--- src/rtl/ps2_scancode_pkg.sv ---
// Shared PS/2 Set-2 scancode constants, decoder state encoding and event type
// for the make-code filter.
package ps2_scancode_pkg;

  localparam logic [7:0] PS2_PREFIX_EXT   = 8'hE0;
  localparam logic [7:0] PS2_PREFIX_BRK   = 8'hF0;
  localparam logic [7:0] PS2_PREFIX_PAUSE = 8'hE1;

  localparam logic [7:0] PS2_RESP_ERR0    = 8'h00;
  localparam logic [7:0] PS2_RESP_BAT_OK  = 8'hAA;
  localparam logic [7:0] PS2_RESP_ECHO    = 8'hEE;
  localparam logic [7:0] PS2_RESP_ACK     = 8'hFA;
  localparam logic [7:0] PS2_RESP_BAT_ERR = 8'hFC;
  localparam logic [7:0] PS2_RESP_RESEND  = 8'hFE;
  localparam logic [7:0] PS2_RESP_ERR1    = 8'hFF;

  localparam int PAUSE_TAIL_LEN = 7;
  localparam int SKIP_W         = 3;

  typedef enum logic [2:0] {
    S_IDLE,
    S_E0,
    S_F0,
    S_E0F0,
    S_PAUSE
  } dec_state_e;

  typedef struct packed {
    logic       ext;
    logic [7:0] code;
  } key_event_t;

  function automatic logic is_response(input logic [7:0] b);
    case (b)
      PS2_RESP_ERR0, PS2_RESP_BAT_OK, PS2_RESP_ECHO, PS2_RESP_ACK,
      PS2_RESP_BAT_ERR, PS2_RESP_RESEND, PS2_RESP_ERR1: return 1'b1;
      default: return 1'b0;
    endcase
  endfunction

endpackage

--- src/rtl/scancode_fifo.sv ---
// Show-ahead FIFO of {ext, code} key events with occupancy reporting.
// A push on a full FIFO is accepted only if a pop frees a slot in the same cycle.
module scancode_fifo
  import ps2_scancode_pkg::*;
#(
  parameter int DEPTH = 4
) (
  input  logic                     clk,
  input  logic                     reset,
  input  logic                     push,
  input  key_event_t               wr_data,
  input  logic                     pop,
  output key_event_t               rd_data,
  output logic [$clog2(DEPTH):0]   count,
  output logic                     full,
  output logic                     empty
);

  localparam int AW = $clog2(DEPTH);
  localparam int CW = AW + 1;

  key_event_t      mem [DEPTH];
  logic [AW-1:0]   wr_ptr;
  logic [AW-1:0]   rd_ptr;
  logic            push_fire;
  logic            pop_fire;

  assign full      = (count == CW'(DEPTH));
  assign empty     = (count == '0);
  assign pop_fire  = pop && !empty;
  assign push_fire = push && (!full || pop_fire);

  // Head is forced to zero when empty so stale entries never leak out.
  assign rd_data   = empty ? '0 : mem[rd_ptr];

  // NOTE: the storage array has no reset; occupancy is tracked by the pointers
  // and count, so clearing the data would only cost logic.
  always_ff @(posedge clk) begin
    if (push_fire) mem[wr_ptr] <= wr_data;
  end

  always_ff @(posedge clk) begin
    if (reset) begin
      wr_ptr <= '0;
      rd_ptr <= '0;
      count  <= '0;
    end else begin
      if (push_fire) wr_ptr <= wr_ptr + AW'(1);
      if (pop_fire)  rd_ptr <= rd_ptr + AW'(1);
      case ({push_fire, pop_fire})
        2'b10:   count <= count + CW'(1);
        2'b01:   count <= count - CW'(1);
        default: ;
      endcase
    end
  end

endmodule

--- src/rtl/ps2_make_code_filter.sv ---
// Reduces a raw PS/2 Set-2 byte stream to one queued event per key press.
// Optional auto-repeat suppression is enabled by defining PS2_TYPEMATIC_FILTER_EN.
module ps2_make_code_filter
  import ps2_scancode_pkg::*;
#(
  parameter int FIFO_DEPTH = 4
) (
  input  logic                          clk,
  input  logic                          reset,
  input  logic                          ps2_data_en,
  input  logic [7:0]                    ps2_data,
  input  logic                          key_ready,
  input  logic                          clear_overflow,
  output logic                          key_valid,
  output logic [7:0]                    key_code,
  output logic                          key_extended,
  output logic                          overflow,
  output logic [$clog2(FIFO_DEPTH):0]   fifo_count
);

  dec_state_e        state_q, state_d;
  logic [SKIP_W-1:0] skip_q, skip_d;
  logic              make_fire;
  logic              brk_fire;
  key_event_t        evt;
  logic              push_req;
  logic              fifo_full;
  logic              fifo_empty;
  logic              pop_fire;
  key_event_t        head;

  // NOTE: sequential state is updated with <= so every register samples the
  // pre-edge values; = here would create order-dependent simulation.
  always_ff @(posedge clk) begin
    if (reset) begin
      state_q <= S_IDLE;
      skip_q  <= '0;
    end else begin
      state_q <= state_d;
      skip_q  <= skip_d;
    end
  end

  // NOTE: every output of this block gets a default first, so no path
  // leaves a signal unassigned and no latch is inferred.
  always_comb begin
    state_d   = state_q;
    skip_d    = skip_q;
    make_fire = 1'b0;
    brk_fire  = 1'b0;
    evt       = '{ext: 1'b0, code: ps2_data};
    if (ps2_data_en) begin
      if (state_q == S_PAUSE) begin
        // Every tail byte counts, including ones that look like responses.
        skip_d = skip_q - SKIP_W'(1);
        if (skip_q <= SKIP_W'(1)) begin
          make_fire = 1'b1;
          evt.code  = PS2_PREFIX_PAUSE;
          state_d   = S_IDLE;
        end
      end else if (is_response(ps2_data)) begin
        state_d = S_IDLE;
      end else if (ps2_data == PS2_PREFIX_EXT) begin
        state_d = S_E0;
      end else if (ps2_data == PS2_PREFIX_BRK) begin
        state_d = (state_q == S_E0 || state_q == S_E0F0) ? S_E0F0 : S_F0;
      end else if (ps2_data == PS2_PREFIX_PAUSE && state_q == S_IDLE) begin
        state_d = S_PAUSE;
        skip_d  = SKIP_W'(PAUSE_TAIL_LEN);
      end else begin
        state_d = S_IDLE;
        case (state_q)
          S_IDLE: make_fire = 1'b1;
          S_E0: begin
            make_fire = 1'b1;
            evt.ext   = 1'b1;
          end
          S_F0:   brk_fire = 1'b1;
          S_E0F0: begin
            brk_fire = 1'b1;
            evt.ext  = 1'b1;
          end
          default: ;
        endcase
      end
    end
  end

`ifdef PS2_TYPEMATIC_FILTER_EN
  key_event_t held_q;
  logic       held_vld_q;
  logic       repeat_hit;

  assign repeat_hit = held_vld_q && (held_q == evt);
  assign push_req   = make_fire && !repeat_hit;

  // The tracker follows accepted makes even when the FIFO drops them.
  always_ff @(posedge clk) begin
    if (reset) begin
      held_q     <= '0;
      held_vld_q <= 1'b0;
    end else if (make_fire && !repeat_hit) begin
      held_q     <= evt;
      held_vld_q <= 1'b1;
    end else if (brk_fire && repeat_hit) begin
      held_vld_q <= 1'b0;
    end
  end
`else
  logic unused_brk_fire;

  assign unused_brk_fire = brk_fire;
  assign push_req        = make_fire;
`endif

  assign pop_fire = key_valid && key_ready;

  scancode_fifo #(
    .DEPTH (FIFO_DEPTH)
  ) u_fifo (
    .clk     (clk),
    .reset   (reset),
    .push    (push_req),
    .wr_data (evt),
    .pop     (key_ready),
    .rd_data (head),
    .count   (fifo_count),
    .full    (fifo_full),
    .empty   (fifo_empty)
  );

  // A set in the same cycle as a clear takes priority.
  always_ff @(posedge clk) begin
    if (reset) begin
      overflow <= 1'b0;
    end else if (push_req && fifo_full && !pop_fire) begin
      overflow <= 1'b1;
    end else if (clear_overflow) begin
      overflow <= 1'b0;
    end
  end

  assign key_valid    = !fifo_empty;
  assign key_code     = head.code;
  assign key_extended = head.ext;

endmodule

--- config.mk ---
export PLATFORM = sky130hd
export DESIGN_NAME = ps2_make_code_filter
export DESIGN_NICKNAME = d
export VERILOG_FILES = /design/src/rtl/ps2_scancode_pkg.sv /design/src/rtl/scancode_fifo.sv /design/src/rtl/ps2_make_code_filter.sv
export SDC_FILE = /design/constraint.sdc
export NUM_CORES = 1
export LEC_CHECK = 0
export ABC_AREA = 1
export BUFFER_PORTS_ARGS = -buffer_cell sky130_fd_sc_hd__buf_2
export CORE_MARGIN = 2
export CORE_UTILIZATION = 45
export DETAILED_ROUTE_END_ITERATION = 6
export PLACE_DENSITY_LB_ADDON = 0.15
export SYNTH_ARGS = -nofsm -noshare
export SYNTH_HDL_FRONTEND = slang
export SYNTH_SLANG_ARGS = --single-unit
--- constraint.sdc ---
create_clock -name clk -period 4.2 [get_ports clk]
set_input_delay 0.21 -clock clk [delete_from_list [all_inputs] [get_ports clk]]
set_output_delay 0.21 -clock clk [all_outputs]
set_load 0.05 [all_outputs]
==> flow_summary.toml, run 1 <==
[worst_setup_path]
start_kind = "register"
cp_slowest_cell = "dfxtp_1"
rr_worst_depth = 6
critPathMaxFanout = 19
worstReg2RegEnd = "u_fifo.mem[2][8]"
cp-end-kind = "output port"
cp_data_arrival_time_ps = 2100
slowest_delay_ps = 790
crit-reg2reg-launch = "skip_q[0]"
path_cells = "inv_2 > o21ai_0 > a21oi_1 > buf_2"
crit_buf_inv = 2
rrSetupSlack_ps = 1940
cp.required_ps = 3990
crit_type = "register to output port"
critical-path-top-delay-family = "flip-flops"

[yosys]
ys.warnings.count = 0
ys.flop_type = "edfxtp_1"
synth_async_sr_flop_share_pct = 0
yosysTopAreaCell = "edfxtp_1"
synthesis.area_mm2 = 0.00254
synth_top_area_share_pct = 42.6
synth_nets = 299
syn-instance-count = 279
synth_edf_count = 36
postSynthAreaPerCell_um2 = 9.10
synth_sequential_area_ratio_pct = 55.2
synth_seq_cells = 52
synthTopCellsByArea = "edfxtp_1 (43%), dfxtp_1 (13%), nor2_1 (8.7%)"
yosysUniqueCellTypes = 32

[routing]
routed_via_density = 4.83
drt_iter0_drc = 92
wl_um = 5070
wl_met3_um = 121
wl_met1_um = 2470
ant_nets = 0
wl_per_cell_um = 13.3
firstDrtPassIters = 4
routed-wl-met2_um = 2430
drc = 0
highest_layer = "met4"
num_vias = 1834

[clock_network]
cts_max_path_buffers = 2
clk_pin_slew_ps = 90
clock_latency_ps = 300
cts-resized-gates = 0
cts_hold_buf = 0
cts_buffers = 5
cts_sinks = 52
cts_root_buffer = "clkbuf_8"
cts_tree = "yes"
cts_max_level = 2
cts_setup_buffers = 0

[timing]
rsz0062_at_grt = "false"
tightest_slew_ps = 764
fin_crit_ps = 2310
setup_viol = 0
hold_viol = 0
slew_viol_final = 0
slew_headroom_pct = 48.9
finalSetupTns_ps = 0
skew_ps = 7.58
fin_hold_ws_ps = 161
fmax_mhz = 433
period_share_pct = 55.0

[power]
switching_share_pct = 39.1
p_per_area_mw_per_mm2 = 515
clockPowerShare_pct = 24.1
total_leakage_power_nw = 1.16
seq_power_share_pct = 42.7
ir_drop_mv = 0.477
power_frac_comb_pct = 33.1
p_switching_w = 0.000575
internal-power_w = 0.000896

[layout]
n_fill_cell = 537
nets = 327
drive_gt1_share_pct = 18.8
final_cell_mix = "nor2_1 (59), edfxtp_1 (36), inv_1 (34), nand2_1 (34), buf_2 (26)"
fin_area_mm2 = 0.00286
final_common_cell = "nor2_1"
multi_input_area_um2 = 967
seqCellArea_mm2 = 0.00140
area_delta_synth_final_pct = 12.6
diodes = 0

[placed_design]
io_buffers = 26
dp_hpwl_um = 3730
place_area_mm2 = 0.00274
gp_congestion = 0.817

[floorplan]
ios = 27
initial_core_util_pct = 46.4
rows = 27
die_w_um = 79.1
die-height_um = 79.1
core_mm2 = 0.00547
dieArea_mm2 = 0.00626

[global_route]
grt_max_degree = 20
antenna_found_initial = 0
grt_pass1_vias = 1734
grtUsageTotal_pct = 17.7
overflow = 0
grt_pass1_wl_um = 8310

[min_path]
hold_path_startpoint = "clear_overflow"
hold_path.class = "primary input to register"
whs_path_depth = 4
hold_end = "overflow"

[run_status]
status = "complete, no violations"

[flow_run]
cap_violations = 0
## layer usage
metal | GRT usage, % | vias to the layer above
li1 | - | 973
met1 | 23.5 | 830
met2 | 29.5 | 26
met3 | 3.41 | 5
met4 | 5.17 | 0
met5 | 0 | -
## state kept, by name, summed over array words and instances (netlist names), named ones only
| name | cells |
|---|---|
| u_fifo.count | 3 |
| u_fifo.wr_ptr | 2 |
| state_q | 3 |
| overflow | 1 |
| u_fifo.mem | 36 |
| skip_q | 3 |
| u_fifo.rd_ptr | 2 |
## worst register-to-register path, cell delays in order, from the launching register on
cell,delay [ps]
dfxtp_1,410
ha_1,180
o21bai_1,120
nand2_1,110
a21oi_4,240
nand3_2,200
nor2_1,630
## cell type report
class	count	share of cell area (%)
multi-input cells	182	33.8
clock buffers	6	2.89
clock inverters	2	1.36
inverters	40	5.25
well taps	72	3.15
repair buffers	26	4.55
flip-flops and latches	52	49.0
## metrics by stage
step	power, W	util, %	std cells	setup slack, ps
6_report	0.00147	52.3	380	1890
5_1_grt	0.00155	52.3	380	1760
4_1_cts	0.00148	52.3	380	1900
3_5_place_dp	0.00113	50.0	372	1960
3_3_place_gp	0.00113	50.0	372	2020
2_1_floorplan	0.00101	-	279	1800
## logic make-up (layout without fill, tap and decap cells)
kind of cell | count (synthesis) | after routing | synth area share [%]
AOI/OAI and AO/OA | 51 | 51 | 10.9
DFF | 52 | 52 | 55.2
and+or+nand+nor | 124 | 124 | 23.4
adders and majority gates | 7 | 7 | 3.74
buffers and inverters | 45 | 74 | 6.75
## worst max path at each step
stage                                  end  slack, ps  depth (start not counted)
after detailed placement  u_fifo.mem[2][6]       1960                          6
after CTS                      key_code[7]       1900                          4
after global placement    u_fifo.mem[0][2]       2020                          6
after floorplan                key_code[0]       1800                          4
final                          key_code[7]       1890                          4
after global routing      u_fifo.mem[2][4]       1760                          6
## cell usage after synthesis, types with 2 or more instances
cell and instances:
edfxtp_1 36, clkbuf_1 3, nand4_1 4, inv_1 34, nand2_1 34, a21oi_1 20
nand2_2 3, o21ai_1 5, nor2_1 59, a211oi_1 2, o21ai_0 20, inv_2 5
ha_1 6, nor2_2 4, nand2_4 4, nand3_1 7, dfxtp_1 16, nand3_2 3
## power by group through the flow
stage               logic, W  clock network (W)  registers [W]
floorplan           0.000364                  0       0.000650
global placement    0.000484                  0       0.000641
detailed placement  0.000489                  0       0.000641
CTS                 0.000491           0.000364       0.000630
global route        0.000531           0.000382       0.000636
finish              0.000488           0.000355       0.000629
No activity file was read; power rests on OpenSTA's default activity.
==> run 2: changes to the inputs <==
- ABC_AREA: 1 -> 0
- clock period: 4.2 -> 2.2 ns (I/O delays scaled with it)
==> run 2 against run 1 <==
The flow now finishes with violations (negative setup slack). Wire length is 2.8% lower. Hold slack worse by 53 ps. Clock power is 61% higher. Sequential share of layout area is 3.2 points lower. Sequential power is 100% higher. Power is 130% higher. Final cell count is 18% lower. Via count is 9.6% lower. Largest cell class unchanged.
==> flow_summary.toml, run 2 <==
[routing]
wl_um = 4930
routed_via_density = 5.31
ant_nets = 0
drt_iter0_drc = 71
num_vias = 1658
drc = 0
wl_per_cell_um = 15.8
firstDrtPassIters = 4

[timing]
setup_slack_ps = -178
period_share_pct = 108
fin_hold_ws_ps = 108
fin_crit_ps = 2380
slew_viol_final = 0
tightest_slew_ps = 760
fmax_mhz = 421
setup_viol = 2
skew_ps = 7.42
hold_viol = 0
rsz0062_at_grt = "true"
slew_headroom_pct = 48.6

[floorplan]
dieArea_mm2 = 0.00609
initial_core_util_pct = 47.4
ios = 27
die-height_um = 78.0
core_mm2 = 0.00520
die_w_um = 78.0
rows = 26

[clock_network]
cts_buffers = 5
cts_tree = "yes"
cts_sinks = 52
cts_hold_buf = 0
cts_max_path_buffers = 2
clk_pin_slew_ps = 100
cts_root_buffer = "clkbuf_8"
cts_max_level = 2
clock_latency_ps = 310

[placed_design]
dp_hpwl_um = 3610
io_buffers = 26
gp_congestion = 0.864
place_area_mm2 = 0.00288

[min_path]
hold_path.class = "primary input to register"
whs_path_depth = 4

[worst_setup_path]
cp_data_arrival_time_ps = 2580
rrSetupSlack_ps = -180
crit_type = "register to register"
cp.required_ps = 2400
cp-end-kind = "register"
critPathMaxFanout = 2
start_kind = "register"
rr_worst_depth = 9

[global_route]
overflow = 0
antenna_found_initial = 0
grtUsageTotal_pct = 17.1
grt_pass1_wl_um = 7840
grt_pass1_vias = 1703
grt_max_degree = 21

[power]
ir_drop_mv = 0.633
total_leakage_power_nw = 1.18
p_per_area_mw_per_mm2 = 1090

[yosys]
synthesis.area_mm2 = 0.00246
yosysUniqueCellTypes = 51
synth_edf_count = 36
syn-instance-count = 185
synthTopCellsByArea = "edfxtp_1 (44%), dfxtp_1 (13%), mux4_2 (8.2%)"
synth_most_common_cell = "edfxtp_1"
yosysTopAreaCell = "edfxtp_1"
synth_async_sr_flop_share_pct = 0
ys.flop_type = "edfxtp_1"
synth_sequential_area_ratio_pct = 56.9
synth_top_area_share_pct = 43.9
ys.warnings.count = 0
synth_seq_cells = 52
postSynthAreaPerCell_um2 = 13.3
yosys-top-cells-count = "edfxtp_1 (36), nor2_1 (20), dfxtp_1 (16)"
synth_nets = 205

[run_status]
violations = "negative setup slack"
status = "complete, but fails checks"

[layout]
diodes = 0
final_cell_mix = "edfxtp_1 (36), buf_2 (26), buf_4 (23)"
drive_gt1_share_pct = 40.9
fin_area_mm2 = 0.00307
largest_register = "u_fifo.mem"
largest_reg_flops = 36
final_common_cell = "edfxtp_1"
nets = 261
area_delta_synth_final_pct = 24.4

[flow_run]
cap_violations = 0
[run 2: worst paths after layout]
path | startpoint | to
setup / recovery | state_q[0] | u_fifo.count[2]
hold / removal | clear_overflow | overflow
setup reg to reg | state_q[0] | u_fifo.count[2]
hold reg to reg | u_fifo.wr_ptr[1] | u_fifo.wr_ptr[1]
[run 2: cells by family (layout without fill, tap and decap cells)]
logic type	Yosys count	count (layout)	share of synthesized area [%]
XOR/XNOR	2	2	0.711
adder cells (fa/ha/maj)	7	7	3.86
buffers and inverters	12	69	2.23
AO/OA/AOI/OAI	25	25	8.33
multiplexers	13	13	10.2
AND/OR/NAND/NOR	74	74	17.9
flip-flops	52	52	56.9
[run 2: layout make-up]
cell class	instances	area, um2
clock buffer	5	68.8
clock inverter	3	27.5
fill	438	2140
inverter	7	26.3
multi-input combinational	121	1060
sequential	52	1400
tap	70	87.6
timing repair buffer	54	394
[run 2: what timing repair did]
| action | CTS | global route |
|---|---|---|
| pin swaps | 2 | 2 |
| endpoints found under the setup margin | 38 | 39 |
| resized for setup | 2 | 6 |
| setup buffers | 2 | 6 |
[run 2: stage by stage]
step | utilization (%) | TNS, ps | power, W | setup WS, ps | std cells
global placement | 55.2 | -141 | 0.00270 | -141 | 297
floorplan | - | -103 | 0.00232 | -103 | 185
global route | 58.9 | -373 | 0.00350 | -246 | 312
detailed placement | 55.2 | -504 | 0.00274 | -208 | 297
finish | 58.9 | -188 | 0.00334 | -178 | 312
CTS | 57.6 | -171 | 0.00331 | -171 | 307
[run 2: routing by layer]
layer,up-vias,wire [um],global-route usage [%]
met4,0,156,9.30
met2,42,2630,31.6
met3,15,169,3.10
li1,800,-,-
met5,-,0,0
met1,801,1980,18.4
[run 2: worst max-delay path: stages, from the launching register on]
cell and delay (ps):
dfxtp_2 330, or4b_4 500, a211oi_4 270, nor3_2 80, a21o_1 200, nor2_4 110, fa_2 220, nor2_1 40
a32oi_1 170, mux2_2 350
[run 2: power breakdown]
group / switching, W / leakage, nW / internal [W] / total (W)
registers: 0.0000793 / 0.465 / 0.00119 / 0.00127
logic: 0.000934 / 0.664 / 0.000559 / 0.00149
clock network: 0.000336 / 0.0463 / 0.000234 / 0.000570
